==> config.mk <==
export PLATFORM = sky130hd
export DESIGN_NAME = mpsoc_uart_apb_host
export DESIGN_NICKNAME = d
export VERILOG_FILES = /design/src/rtl/mpsoc_uart_apb_host.sv
export SDC_FILE = /design/constraint.sdc
export NUM_CORES = 1
export LEC_CHECK = 0
export ABC_AREA = 1
export CAP_MARGIN = 0
export CORE_AREA = 8 8 89 91
export DETAILED_ROUTE_END_ITERATION = 7
export DIE_AREA = 0 0 97 99
export HOLD_SLACK_MARGIN = 0.06
export PLACE_DENSITY = 0.81
export SETUP_SLACK_MARGIN = 0.02
export SLEW_MARGIN = 40
export SYNTH_ARGS = -nofsm -noshare
export SYNTH_HDL_FRONTEND = slang
export SYNTH_SLANG_ARGS = --single-unit
export TNS_END_PERCENT = 10
==> constraint.sdc <==
create_clock -name CLK -period 3.1 [get_ports CLK]
set_input_delay 0.465 -clock CLK [delete_from_list [all_inputs] [get_ports CLK]]
set_output_delay 0.465 -clock CLK [all_outputs]
set_load 0.03 [all_outputs]
==> src/rtl/mpsoc_uart_apb_host.sv <==
// rtl/mpsoc_uart_apb_host.sv - APB3 initiator that initialises a 16550-style UART and moves bytes to/from streams
// Optional build macro: MPSOC_UART_HOST_IRQ_EN (adds irq_i, interrupt-driven polling, IER=0x03)
module mpsoc_uart_apb_host #(
    parameter int          APB_ADDR_WIDTH = 12,
    parameter int          APB_DATA_WIDTH = 32,
    parameter int          UART_BASE      = 0,
    parameter logic [15:0] DIVISOR        = 16'd27,
    parameter logic [7:0]  LCR_CFG        = 8'h03,
    parameter logic [7:0]  FCR_CFG        = 8'h06,
    parameter int          TX_BURST       = 16,
    parameter int          POLL_GAP       = 4
) (
    input  logic                      CLK,
    input  logic                      RSTN,
    output logic [APB_ADDR_WIDTH-1:0] PADDR,
    output logic [APB_DATA_WIDTH-1:0] PWDATA,
    output logic                      PWRITE,
    output logic                      PSEL,
    output logic                      PENABLE,
    input  logic [APB_DATA_WIDTH-1:0] PRDATA,
    input  logic                      PREADY,
    input  logic                      PSLVERR,
`ifdef MPSOC_UART_HOST_IRQ_EN
    input  logic                      irq_i,
`endif
    input  logic [7:0]                tx_data_i,
    input  logic                      tx_valid_i,
    output logic                      tx_ready_o,
    output logic [7:0]                rx_data_o,
    output logic                      rx_valid_o,
    input  logic                      rx_ready_i,
    output logic                      rx_perr_o,
    output logic                      init_done_o,
    output logic                      err_o
);

    localparam logic [2:0] REG_RBR_THR = 3'd0;
    localparam logic [2:0] REG_IER_DLM = 3'd1;
    localparam logic [2:0] REG_IIR_FCR = 3'd2;
    localparam logic [2:0] REG_LCR     = 3'd3;
    localparam logic [2:0] REG_LSR     = 3'd5;
`ifdef MPSOC_UART_HOST_IRQ_EN
    localparam logic [7:0] IER_CFG     = 8'h03;
`else
    localparam logic [7:0] IER_CFG     = 8'h00;
`endif

    typedef enum logic [3:0] {
        INIT0, INIT1, INIT2, INIT3, INIT4, INIT5,
        POLL, DECIDE, RXRD, TXWR,
`ifdef MPSOC_UART_HOST_IRQ_EN
        IIRRD, WAIT_IRQ
`else
        GAP
`endif
    } state_t;

    state_t     state, state_nxt;
    logic       tx_full;
    logic [7:0] tx_hold;
    logic       lsr_dr, lsr_pe, lsr_thre;
    logic [4:0] burst_cnt;
    logic       xfer_done, tx_load, launch, is_xfer, set_write;
    logic [2:0] set_addr;
    logic [7:0] set_byte;
    logic       unused_prdata;
`ifndef MPSOC_UART_HOST_IRQ_EN
    logic [7:0] gap_cnt;
`endif

    assign xfer_done     = PSEL & PENABLE & PREADY;
    assign tx_ready_o    = init_done_o & ~tx_full;
    assign tx_load       = tx_valid_i & tx_ready_o;
    assign unused_prdata = ^PRDATA[APB_DATA_WIDTH-1:8];

    always_comb begin
        state_nxt = state;
        case (state)
            INIT0:  if (xfer_done) state_nxt = INIT1;
            INIT1:  if (xfer_done) state_nxt = INIT2;
            INIT2:  if (xfer_done) state_nxt = INIT3;
            INIT3:  if (xfer_done) state_nxt = INIT4;
            INIT4:  if (xfer_done) state_nxt = INIT5;
            INIT5:  if (xfer_done) state_nxt = POLL;
            POLL:   if (xfer_done) state_nxt = DECIDE;
            DECIDE: begin
                if (lsr_dr && !rx_valid_o)
                    state_nxt = RXRD;
                else if (lsr_thre && tx_full)
                    state_nxt = TXWR;
                else
`ifdef MPSOC_UART_HOST_IRQ_EN
                    state_nxt = WAIT_IRQ;
`else
                    state_nxt = GAP;
`endif
            end
            RXRD:   if (xfer_done) state_nxt = POLL;
            // PSEL low inside TXWR marks the one-cycle refill window after a THR write
            TXWR:   if (!PSEL) state_nxt = (tx_load && int'(burst_cnt) < TX_BURST) ? TXWR : POLL;
`ifdef MPSOC_UART_HOST_IRQ_EN
            IIRRD:  if (xfer_done) state_nxt = POLL;
            WAIT_IRQ: begin
                if (irq_i)
                    state_nxt = IIRRD;
                else if (tx_full && lsr_thre)
                    state_nxt = POLL;
            end
`else
            GAP:    if (tx_full || int'(gap_cnt) == POLL_GAP - 1) state_nxt = POLL;
`endif
            default: state_nxt = INIT0;
        endcase
    end

    // Address/data of the transfer that state_nxt will perform, and whether it starts now
    always_comb begin
        set_addr  = REG_RBR_THR;
        set_byte  = 8'h00;
        set_write = 1'b0;
        is_xfer   = 1'b1;
        case (state_nxt)
            INIT0: begin set_addr = REG_LCR;     set_byte = 8'h80 | LCR_CFG; set_write = 1'b1; end
            INIT1: begin set_addr = REG_RBR_THR; set_byte = DIVISOR[7:0];    set_write = 1'b1; end
            INIT2: begin set_addr = REG_IER_DLM; set_byte = DIVISOR[15:8];   set_write = 1'b1; end
            INIT3: begin set_addr = REG_LCR;     set_byte = LCR_CFG;         set_write = 1'b1; end
            INIT4: begin set_addr = REG_IIR_FCR; set_byte = FCR_CFG;         set_write = 1'b1; end
            INIT5: begin set_addr = REG_IER_DLM; set_byte = IER_CFG;         set_write = 1'b1; end
            POLL:  set_addr = REG_LSR;
            RXRD:  set_addr = REG_RBR_THR;
            TXWR: begin
                set_addr  = REG_RBR_THR;
                set_byte  = tx_load ? tx_data_i : tx_hold;
                set_write = 1'b1;
            end
`ifdef MPSOC_UART_HOST_IRQ_EN
            IIRRD: set_addr = REG_IIR_FCR;
`endif
            default: is_xfer = 1'b0;
        endcase
        launch = is_xfer && (!PSEL || (xfer_done && state != TXWR));
    end

    always_ff @(posedge CLK or negedge RSTN) begin
        if (!RSTN) begin
            state <= INIT0;
        end else begin
            state <= state_nxt;
        end
    end

    always_ff @(posedge CLK or negedge RSTN) begin
        if (!RSTN) begin
            PSEL    <= 1'b0;
            PENABLE <= 1'b0;
            PWRITE  <= 1'b0;
            PADDR   <= '0;
            PWDATA  <= '0;
        end else if (launch) begin
            PSEL    <= 1'b1;
            PENABLE <= 1'b0;
            PWRITE  <= set_write;
            PADDR   <= APB_ADDR_WIDTH'(UART_BASE + int'(set_addr));
            PWDATA  <= APB_DATA_WIDTH'(set_byte);
        end else if (PSEL && !PENABLE) begin
            PENABLE <= 1'b1;
        end else if (xfer_done) begin
            PSEL    <= 1'b0;
            PENABLE <= 1'b0;
        end
    end

    always_ff @(posedge CLK or negedge RSTN) begin
        if (!RSTN) begin
            tx_full     <= 1'b0;
            tx_hold     <= 8'h00;
            lsr_dr      <= 1'b0;
            lsr_pe      <= 1'b0;
            lsr_thre    <= 1'b0;
            rx_data_o   <= 8'h00;
            rx_valid_o  <= 1'b0;
            rx_perr_o   <= 1'b0;
            init_done_o <= 1'b0;
            err_o       <= 1'b0;
            burst_cnt   <= 5'd0;
        end else begin
            if (tx_load) begin
                tx_full <= 1'b1;
                tx_hold <= tx_data_i;
            end else if (xfer_done && state == TXWR) begin
                tx_full <= 1'b0;
            end

            if (xfer_done && state == POLL) begin
                lsr_dr   <= PRDATA[0];
                lsr_pe   <= PRDATA[2];
                lsr_thre <= PRDATA[5];
            end

            if (xfer_done && state == RXRD) begin
                rx_data_o  <= PRDATA[7:0];
                rx_valid_o <= 1'b1;
                rx_perr_o  <= lsr_pe;
            end else if (rx_valid_o && rx_ready_i) begin
                rx_valid_o <= 1'b0;
            end

            if (xfer_done && state == INIT5)
                init_done_o <= 1'b1;
            if (xfer_done && PSLVERR)
                err_o <= 1'b1;

            if (state_nxt == POLL && state != POLL)
                burst_cnt <= 5'd0;
            else if (xfer_done && state == TXWR)
                burst_cnt <= burst_cnt + 5'd1;
        end
    end

`ifndef MPSOC_UART_HOST_IRQ_EN
    always_ff @(posedge CLK or negedge RSTN) begin
        if (!RSTN)
            gap_cnt <= 8'd0;
        else if (state == GAP)
            gap_cnt <= gap_cnt + 8'd1;
        else
            gap_cnt <= 8'd0;
    end
`endif

endmodule

## Word-level counts from Yosys, hierarchy flattened

Index checks and enable logic that the tools add are counted.

| operators by class | value |
|---|---|
| mux-type cells | 30 |
| $add $sub $neg | 2 |
| bitwise logic cells | 5 |
| $lt $le $gt $ge | 1 |
| equal/unequal tests | 22 |
| reduce and logical (&&, ||, !) cells | 31 |

Operators by type and width:

| kind | count |
|---|---|
| two-way mux 4 bit | 10 |
| one-hot mux 4 bit (10 select lines) | 1 |
| one-hot mux 8 bit (5 select lines) | 1 |
| == test 4 x 3 -> 1 bit, second input constant | 7 |
| == test 4 bit, second input constant | 5 |
| == test 4 x 2 -> 1 bit, second input constant | 4 |
| two-way mux 8 bit | 2 |
| logical AND 1 bit | 13 |
| one-hot mux 3 bit (4 select lines) | 1 |
| two-way mux 1 bit | 11 |
| two-way mux 5 bit | 2 |
| OR reduction 9 bit | 1 |
| adder 8 x 1 -> 8 bit, second input constant | 1 |
| == test 4 x 1 -> 1 bit, second input constant | 2 |
| == test 8 x 3 -> 1 bit, second input constant | 1 |
| zero test 4 bit | 2 |
| nonzero test 2 bit | 4 |
| OR reduction 7 bit | 1 |
| OR reduction 2 bit | 3 |
| adder 5 x 1 -> 5 bit, second input constant | 1 |
| less-than comparator 5 bit, second input constant | 1 |
| AND 1 bit | 4 |
| two-way mux 2 bit | 2 |
| inequality test 4 x 3 -> 1 bit, second input constant | 1 |
| other kinds (7) | 10 |

| word-level totals | value |
|---|---|
| register bits after elaboration | 55 |
| logic and storage cells | 109 |
| input bits | 46 |
| output and inout bits | 60 |

## Depth between registers and ports, before layout

Gate-level depths: netlist (run 1).

| logic depth | value |
|---|---|
| depth after elaboration | 13 |
| gate-level depth with buffers | 14 |
| mapped depth without buffers | 13 |

## Worst setup path after synthesis (run 1)

No wires, ideal clock.

| path | value |
|---|---|
| path kind | register -> register |
| start | register init_done_o |
| end | register PSEL |
| stages on the path, launching flop included | 13 |
| arrival | 1968 ps |
| data required time | 2977 ps |
| path slack | 1009 ps |
| cell sequence | dfrtp_1 inv_1 nor2_1 nand3_1 nand2_1 nand2_2 nand3_4 nand2_2 nand2_2 nand2_2 nand2_4 buf_12 o21ai_1 |

| on the way | value |
|---|---|
| word-level cells in the longest chain between the ends | 12 |
| elaborated cells between the ends (all ways) | 22 |
| those cells by class | eq/ne: 9; mux: 5; bitwise: 2; reduce/logical: 6 |

RTL lines:

| what | line | RTL |
|---|---|---|
| from (decl) | 33 | `output logic init_done_o,` |
| from (signal assigned) | 183 | `init_done_o <= 1'b0;` |
| from (signal assigned) | 209 | `init_done_o <= 1'b1;` |
| AND 1 bit * | 72 | `assign tx_ready_o = init_done_o & ~tx_full;` |
| net tx_ready_o | 28 | `output logic tx_ready_o,` |
| AND 1 bit * | 73 | `assign tx_load = tx_valid_i & tx_ready_o;` |
| logical AND 1 bit * | 100 | `TXWR: if (!PSEL) state_nxt = (tx_load && int'(burst_cnt) < TX_BURST) ? TXWR : POLL;` |
| two-way mux 4 bit * (2 in a row) | 100 |  |
| one-hot mux 4 bit (10 select lines) * | 78 | `case (state)` |
| net state_nxt[0] | 58 | `state_t state, state_nxt;` |
| == test 4 x 3 -> 1 bit (tied with other cells) | 122 | `case (state_nxt)` |
| OR reduction 9 bit (no source line) * | n/a |  |
| two-way mux 1 bit * | 122 |  |
| logical AND 1 bit * | 141 | `launch = is_xfer && (!PSEL \|\| (xfer_done && state != TXWR));` |
| inequality test 2 bit (no source line) / nonzero test 2 bit (equally long branches) | n/a |  |
| AND reduction 2 bit (no source line) | n/a |  |
| to (signal assigned) | 154 | `PSEL <= 1'b0;` |
| to (signal assigned) | 160 | `PSEL <= 1'b1;` |
| to (signal assigned) | 168 | `PSEL <= 1'b0;` |
| to (decl) | 18 | `output logic PSEL,` |

Mark *: on every way through the listed nets, which the timed path passes. The rest lies on a longest branch.
A chain may end at the register's enable or synchronous reset.

## Worst setup path in the final report (run 1)

| path | value |
|---|---|
| start | input port PREADY |
| end | register rx_data_o[3] |

| on the way | value |
|---|---|
| word-level cells in the longest chain between the ends | 2 |

RTL lines:

| what | line | RTL |
|---|---|---|
| from (decl) | 21 | `input logic PREADY,` |
| AND 1 bit | 71 | `assign xfer_done = PSEL & PENABLE & PREADY;` |
| logical AND 1 bit | 200 | `if (xfer_done && state == RXRD) begin` |
| to (signal assigned) | 201 | `rx_data_o <= PRDATA[7:0];` |
| to (decl) | 29 | `output logic [7:0] rx_data_o,` |

Every way passes these cells.

==> results.json, run 1 <==
{
  "yosys.area_share.simple": 0.261,
  "num_antenna_cells": 0,
  "multiInputGateArea_um2": 1360,
  "ys_seq_elements": 55,
  "netlist_top_cells_area": "dfrtp_1 45%, buf_4 8.0%, nand2_1 7.6%, mux2_2 4.4%, inv_1 4.2%",
  "timing.final.crit_share": 0.682,
  "drtPass1Iterations": 4,
  "cp-start-kind": "input port",
  "max_slew_margin": 0.630,
  "wl_per_cell_um": 12.9,
  "die-area_um2": 9600,
  "numCtsBuffers": 5,
  "final_layout_size_suffix_gt1_frac": 0.201,
  "grtUsageTotal": 0.133,
  "gp_congestion": 0.833,
  "areaGrowthSynthToFinish_pct": 16.5,
  "drt_iter0_markers": 145,
  "cp_slowest_cell": "clkdlybuf4s50_1",
  "ioPinCount": 106,
  "grt_pass1_vias": 2385,
  "cts-hold-fix-buffers": 0,
  "min_path_type": "in -> async",
  "vdd_drop_max_mv": 0.443,
  "cp_cell_sequence": "clkdlybuf4s50_1 > nand3_2 > inv_1 > nand3_1 > mux2_2",
  "syn_inst": 350,
  "register_area_um2": 1380,
  "clock-sinks": 55,
  "critPathArrivalTime_ns": 2.32,
  "drt_wl_total_um": 6220,
  "antenna_found_initial": 0,
  "synth-compound-area-share": 0.0773,
  "fin_crit_ns": 2.11,
  "max_stage_delay_ns": 0.48,
  "ys_types": 33,
  "num_rows": 30,
  "synth_edf_count": 0,
  "coreArea_um2": 6570,
  "endpoint_kind": "flip-flop",
  "vias_per_cell": 4.72,
  "dpl_worst_slack_ns": 0.599,
  "synthMuxAreaShare": 0.0502,
  "yosys.area.top_type": "dfrtp_1",
  "setup_violations": 0,
  "grt_max_degree": 38,
  "post_cts_buffers": 0,
  "maxCapViolations": 0,
  "ys.flop_type": "dfrtp_1",
  "placed_area_um2": 3500,
  "yosysMostFrequentCell": "nand2_1",
  "num_vias": 2279,
  "critPathKind": "in -> reg",
  "clock_path_buffers": 2,
  "io_buffers": 48,
  "htreeDepth": 2,
  "num-fill-cells": 587,
  "ys_warn_count": 0,
  "syn_avg_cell_area_um2": 8.83,
  "dp_hpwl_um": 4900,
  "grt-ovfl-total": 0,
  "synth_top_family_by_area": "simple AND/OR/NAND/NOR gates",
  "ant_nets": 0,
  "yosysSeqAreaShare": 0.445,
  "initial_core_util": 0.471,
  "clock_skew_ns": 0.00755,
  "final.setup.tns_ns": 0,
  "dieHeight_um": 99,
  "async_flop_share": 1.00,
  "fin_nets": 450,
  "powerDensity_nw_per_um2": 745,
  "rsz0062_at_grt": "false",
  "cts-root-buf": "clkbuf_8",
  "fp.dieW_um": 97,
  "cts_tree": "done",
  "crit_fanout": 13,
  "outcome": "completed",
  "final_area_um2": 3600,
  "drc_errors": 0,
  "fin_util": 0.548,
  "clock_latency_ns": 0.31,
  "required_ns": 3.30,
  "grt_first_pass_wirelength_um": 10800,
  "slew_viol_final": 0,
  "clk_transition_reported_paths_ns": 0.10,
  "netlist_area_um2": 3090,
  "finalHoldViolations": 0,
  "fmax_ghz": 0.473,
  "cts_resized": 0,
  "synth_xor_area_frac": 0.00283,
  "worst_pin_slew_ns": 0.553,
  "fin_ws_ns": 0.987,
  "synth_top_area_frac": 0.445,
  "hold_slack_ns": 0.0878,
  "p_leak_nw": 1.84,
  "synth_fa_ha_area_frac": 0.00809,
  "synth.top_cells.by_count": "63 x nand2_1, 55 x dfrtp_1, 35 x inv_1"
}
[final cells by class]
| cell class | count | share of cell area |
|---|---|---|
| timing repair buffer | 51 | 0.139 |
| sequential | 55 | 0.382 |
| inverter | 45 | 0.0469 |
| multi-input combinational | 244 | 0.377 |
| clock buffer | 6 | 0.0229 |
| clock inverter | 2 | 0.00452 |
| tap | 80 | 0.0278 |
[placed cells by master, fill, tap and decap left out]
master,instances
o21ai_1,3
nor3_1,2
or2_4,1
nand3_1,20
clkinvlp_4,1
nand2_2,18
dfrtp_1,55
nand2_4,1
clkbuf_8,6
xnor2_1,1
o21ai_0,17
nand3_2,4
nor2_2,5
nand3_4,4
nand4_1,3
buf_4,4
clkinv_1,1
clkinv_4,1
mux2i_1,2
inv_2,9
nor2_1,26
conb_1,33
a21o_1,2
ha_1,2
mux2_2,12
a21oi_1,9
or2_2,1
nor2_4,5
clkdlybuf4s50_1,47
a21oi_2,1
o21ai_2,8
or2_1,1
inv_1,35
nand2_1,63
[where the power goes]
group	leakage (nW)	internal [mW]	switching (mW)
logic	1.07	0.446	0.819
clock network	0.0474	0.183	0.241
registers	0.723	0.875	0.121
[worst max-delay path, delay by kind of cell]
family | cells | cell delay (ns)
buffers and inverters | 2 | 0.75
and+or+nand+nor | 2 | 0.66
muxes | 1 | 0.44
[kinds of logic after synthesis]
group           after synthesis
simple gates                154
buf+inv                      83
flops                        55
compound gates               40
mux                          14
fa+ha+maj                     2
other cells                   1
xor+xnor                      1
[layer usage]
metal	routed length (um)	vias to the layer above	GRT usage
met5	0	-	0
met4	55	0	0.0320
met3	392	6	0.0434
met2	3010	63	0.231
met1	2770	1068	0.153
li1	-	1142	-
[stage by stage]
stage	power (mW)	std cells
4_1_cts	2.71	483
3_5_place_dp	2.28	475
6_report	2.68	483
3_3_place_gp	2.25	475
5_1_grt	2.87	483
2_1_floorplan	1.99	382
[sequential cells by signal (all words and copies together) (netlist names), 3 cells and up]
signal     flops
gap_cnt        8
PWDATA         8
tx_hold        8
rx_data_o      8
state          4
burst_cnt      5
PADDR          3
[path summary, 6_finish.rpt]
| path | start | end | slack, ns | cells past startpoint |
|---|---|---|---|---|
| setup / recovery | PREADY | rx_data_o[3] | 0.99 | 5 |
| hold / removal | RSTN | tx_hold[5] | 0.09 | 1 |
| setup reg to reg | PSEL | rx_data_o[3] | 1.13 | 4 |
| hold reg to reg | gap_cnt[0] | gap_cnt[0] | 0.46 | 1 |
| max in group asynchronous | RSTN | gap_cnt[0] | 2.48 | 2 |
| min in group CLK | gap_cnt[0] | gap_cnt[0] | 0.46 | 1 |
Note: power is estimated with default switching activity, not from simulation.
==> run 2, diff against run 1 <==
- CORE_AREA: 8 8 89 91 -> 8 8 91 93
- DIE_AREA: 0 0 97 99 -> 0 0 99 101
- PLACE_DENSITY: 0.81 -> 0.77
- clock period: 3.1 -> 2.2 ns (I/O delays scaled with it)
==> results.json, run 2 (synthesis gave the netlist of run 1 again) <==
{
  "outcome": "completed",
  "setup_violations": 0,
  "totalPowerFinal_mw": 3.83,
  "final_layout_size_suffix_gt1_frac": 0.212,
  "num_vias": 2296,
  "num-fill-cells": 639,
  "grtUsageTotal": 0.127,
  "maxCapViolations": 0,
  "cts_resized": 0,
  "clock_path_buffers": 2,
  "drtPass1Iterations": 5,
  "dp_hpwl_um": 4920,
  "cp_cell_sequence": "nor2_1 > clkdlybuf4s50_1",
  "cts_tree": "done",
  "htreeDepth": 2,
  "clock_latency_ns": 0.32,
  "drt_iter0_markers": 109,
  "required_ns": 1.87,
  "use_met1": 0.146,
  "crit_fanout": 3,
  "cts-root-buf": "clkbuf_8",
  "wl_per_cell_um": 12.5,
  "finalHoldViolations": 0,
  "fin_crit_ns": 1.96,
  "multiInputGateArea_um2": 1360,
  "layout_commonest_cell": "nand2_1",
  "initial_core_util": 0.445,
  "p_leak_nw": 1.87,
  "dieHeight_um": 101,
  "antenna_found_initial": 0,
  "endpoint_kind": "output port",
  "cts-hold-fix-buffers": 1,
  "cp_top_family": "buffers and inverters",
  "final_area_um2": 3660,
  "finalNonFillerCells": 492,
  "fp.dieW_um": 99,
  "fin_nets": 457,
  "areaGrowthSynthToFinish_pct": 18.5,
  "io_buffers": 48,
  "fmax_ghz": 0.509,
  "critPathArrivalTime_ns": 1.63,
  "clock-sinks": 55,
  "dp_cells": 483,
  "clock_skew_ns": 0.0145,
  "num_rows": 31,
  "drc_errors": 0,
  "busiest_layer": "met2",
  "numCtsBuffers": 5,
  "met2_usage": 0.218,
  "critPathKind": "reg -> out",
  "use_met3": 0.0373,
  "die-area_um2": 10000,
  "powerDensity_nw_per_um2": 1050,
  "min_path_type": "in -> async",
  "coreArea_um2": 6940,
  "grt_pass1_vias": 2307,
  "ioPinCount": 106,
  "drt_wl_total_um": 6160,
  "fin_ws_ns": 0.237,
  "max_stage_delay_ns": 0.71,
  "grt_max_degree": 23,
  "placed_area_um2": 3560,
  "grt_first_pass_wirelength_um": 10300,
  "num_antenna_cells": 0,
  "register_area_um2": 1380,
  "vdd_drop_max_mv": 0.480,
  "gp_congestion": 0.891,
  "timing.final.crit_share": 0.892,
  "vias_per_cell": 4.67,
  "final.setup.tns_ns": 0,
  "ant_nets": 0,
  "rsz0062_at_grt": "false",
  "clk_transition_reported_paths_ns": 0.11,
  "post_cts_buffers": 0,
  "grt-ovfl-total": 0,
  "cp_slowest_cell": "clkdlybuf4s50_1",
  "layout_common_cells": "63 x nand2_1, 55 x dfrtp_1, 47 x clkdlybuf4s50_1, 35 x inv_1, 33 x conb_1",
  "cp-start-kind": "flip-flop",
  "worst-path-buf-inv": 1,
  "dpl_worst_slack_ns": 0.107,
  "slew_viol_final": 0
}
## run 2: cell count changes in the layout (fill, tap and decap cells not counted), sizes merged
cell	before	now
buf	4	10
dlygate4sd3	0	1
clkbuf	6	5
clkinv	2	3
## run 2: metal layers
metal  part of all wire  wire length (um)  vias up
met2               0.48              2930       71
met1               0.43              2670     1061
met5                  0                 0        -
li1                   -                 -     1158
met4              0.015                93        0
met3              0.076               471        6
## run 2: area by class of cell
class                   count  area share
well taps                  82      0.0280
clock buffers               5      0.0188
clock inverters             3     0.00683
flip-flops and latches     55       0.376
repair buffers             58       0.154
inverters                  45      0.0461
multi-input cells         244       0.370
## run 2: metrics by stage
stage	util	hold slack, ns
2_1_floorplan	-	0.0344
3_3_place_gp	0.513	0.250
3_5_place_dp	0.513	0.255
4_1_cts	0.528	0.432
5_1_grt	0.528	0.468
6_report	0.528	0.439
## run 2: power by group
group | leakage (nW) | switching (mW) | internal [mW]
Clock | 0.0443 | 0.342 | 0.228
Sequential | 0.723 | 0.175 | 1.23
Combinational | 1.10 | 1.16 | 0.698
Total | 1.87 | 1.68 | 2.16
## run 2: final timing paths
| check | from | endpoint | slack (ns) | cells past startpoint |
|---|---|---|---|---|
| worst max-delay path | tx_full | tx_ready_o | 0.24 | 2 |
| worst min-delay path | RSTN | lsr_pe | 0.44 | 2 |
| min in group CLK | gap_cnt[0] | gap_cnt[0] | 0.47 | 1 |
| worst min register to register | gap_cnt[0] | gap_cnt[0] | 0.47 | 1 |
| max in group asynchronous | RSTN | state[0] | 1.14 | 3 |
| worst max register to register | state[0] | PWDATA[7] | 0.34 | 13 |
==> run 3, diff against run 2 <==
- CORE_AREA: 8 8 91 93 -> 8 8 97 99
- DIE_AREA: 0 0 99 101 -> 0 0 105 107
- PLACE_DENSITY: 0.77 -> 0.68
- clock period: 2.2 -> 2.5 ns (I/O delays scaled with it)
==> results.json, run 3 (synthesis gave the netlist of run 1 again) <==
{
  "fp.dieW_um": 105,
  "outcome": "completed",
  "htreeDepth": 2,
  "final_layout_size_suffix_gt1_frac": 0.200,
  "finalHoldViolations": 0,
  "met2_usage": 0.195,
  "ant_nets": 0,
  "grt_max_degree": 56,
  "coreArea_um2": 7930,
  "drt_wl_total_um": 6140,
  "maxCapViolations": 0,
  "post_cts_buffers": 0,
  "use_met1": 0.133,
  "vias_per_cell": 4.49,
  "num-fill-cells": 794,
  "powerDensity_nw_per_um2": 909,
  "grt_pass1_vias": 2444,
  "fmax_ghz": 0.498,
  "final_area_um2": 3630,
  "max_slew_margin": 0.549,
  "vdd_drop_max_mv": 0.332,
  "layout_commonest_cell": "nand2_1",
  "p_leak_nw": 1.83,
  "use_met3": 0.0432,
  "grt_first_pass_wirelength_um": 11000,
  "io_buffers": 48,
  "setup_violations": 0,
  "drt_iter0_markers": 136,
  "min_path_type": "in -> async",
  "cts-root-buf": "clkbuf_8",
  "antenna_found_initial": 0,
  "drc_errors": 0,
  "timing.final.crit_share": 0.803,
  "num_vias": 2285,
  "placed_area_um2": 3540,
  "dieHeight_um": 107,
  "cp-start-kind": "flip-flop",
  "grtUsageTotal": 0.116,
  "hold_slack_ns": 0.166,
  "required_ns": 2.12,
  "clock_skew_ns": 0.0110,
  "layout_common_cells": "63 x nand2_1, 55 x dfrtp_1, 47 x clkdlybuf4s50_1, 35 x inv_1, 33 x conb_1",
  "critPathArrivalTime_ns": 1.63,
  "cts_resized": 0,
  "numCtsBuffers": 5,
  "cts-hold-fix-buffers": 0,
  "fin_nets": 451,
  "worst_pin_slew_ns": 0.676,
  "cts_tree": "done",
  "busiest_layer": "met2",
  "clk_transition_reported_paths_ns": 0.10,
  "endpoint_kind": "output port",
  "slew_viol_final": 0,
  "critPathKind": "reg -> out",
  "grt-ovfl-total": 0,
  "wl_per_cell_um": 12.1,
  "ioPinCount": 106,
  "initial_core_util": 0.390,
  "num_rows": 33,
  "gp_congestion": 0.845,
  "die-area_um2": 11200,
  "rrSetupSlack_ns": 0.56,
  "rsz0062_at_grt": "false",
  "clock_latency_ns": 0.31,
  "final.setup.tns_ns": 0,
  "areaGrowthSynthToFinish_pct": 17.4,
  "clock-sinks": 55,
  "fin_crit_ns": 2.01,
  "clock_path_buffers": 2,
  "dp_hpwl_um": 4700,
  "num_antenna_cells": 0,
  "crit_fanout": 3,
  "drtPass1Iterations": 4
}
-- run 3: power by group --
part           switching, mW  internal [mW]  total (mW)  leakage (nW)
Sequential             0.147           1.08        1.23         0.723
Clock                  0.291          0.202       0.493        0.0418
Combinational           1.02          0.557        1.57          1.07
Total                   1.45           1.84        3.30          1.83
-- run 3: area by class of cell --
cell class,count,area [um2],area share
clock buffers,6,72.6,0.0200
inverters,45,169,0.0466
well taps,105,131,0.0362
flip-flops and latches,55,1380,0.379
clock inverters,2,16.3,0.00448
repair buffers,52,505,0.139
multi-input cells,244,1360,0.374
-- run 3: worst paths after layout --
| path | start | endpoint | cells past startpoint |
|---|---|---|---|
| min in group CLK | err_o | err_o | 1 |
| min reg2reg | err_o | err_o | 1 |
| max | init_done_o | tx_ready_o | 3 |
| max reg2reg | state[0] | PSEL | 11 |
| max in group asynchronous | RSTN | tx_hold[3] | 2 |
| min | RSTN | rx_data_o[1] | 2 |
-- run 3: metal layers --
layer	vias up	routed length, um	part of all wire
met4	0	72	0.012
met3	6	561	0.091
met1	1067	2620	0.43
met2	62	2880	0.47
li1	1150	-	-
met5	-	0	0
-- run 3: worst max-delay path, stage by stage, from the launching register on --
cell             delay [ns]
dfrtp_1                0.39
inv_1                  0.07
nor2_1                 0.17
clkdlybuf4s50_1        0.71
-- run 3: stage by stage --
| step | std cells | worst slack [ns] | total power [mW] | utilization |
|---|---|---|---|---|
| after global routing | 509 | 0.337 | 3.54 | 0.458 |
| final | 509 | 0.492 | 3.30 | 0.458 |
| after detailed placement | 501 | 0.243 | 2.83 | 0.446 |
| after CTS | 509 | 0.460 | 3.35 | 0.458 |
| after global placement | 501 | 0.269 | 2.81 | 0.446 |
| after floorplan | 382 | 0.409 | 2.47 | - |
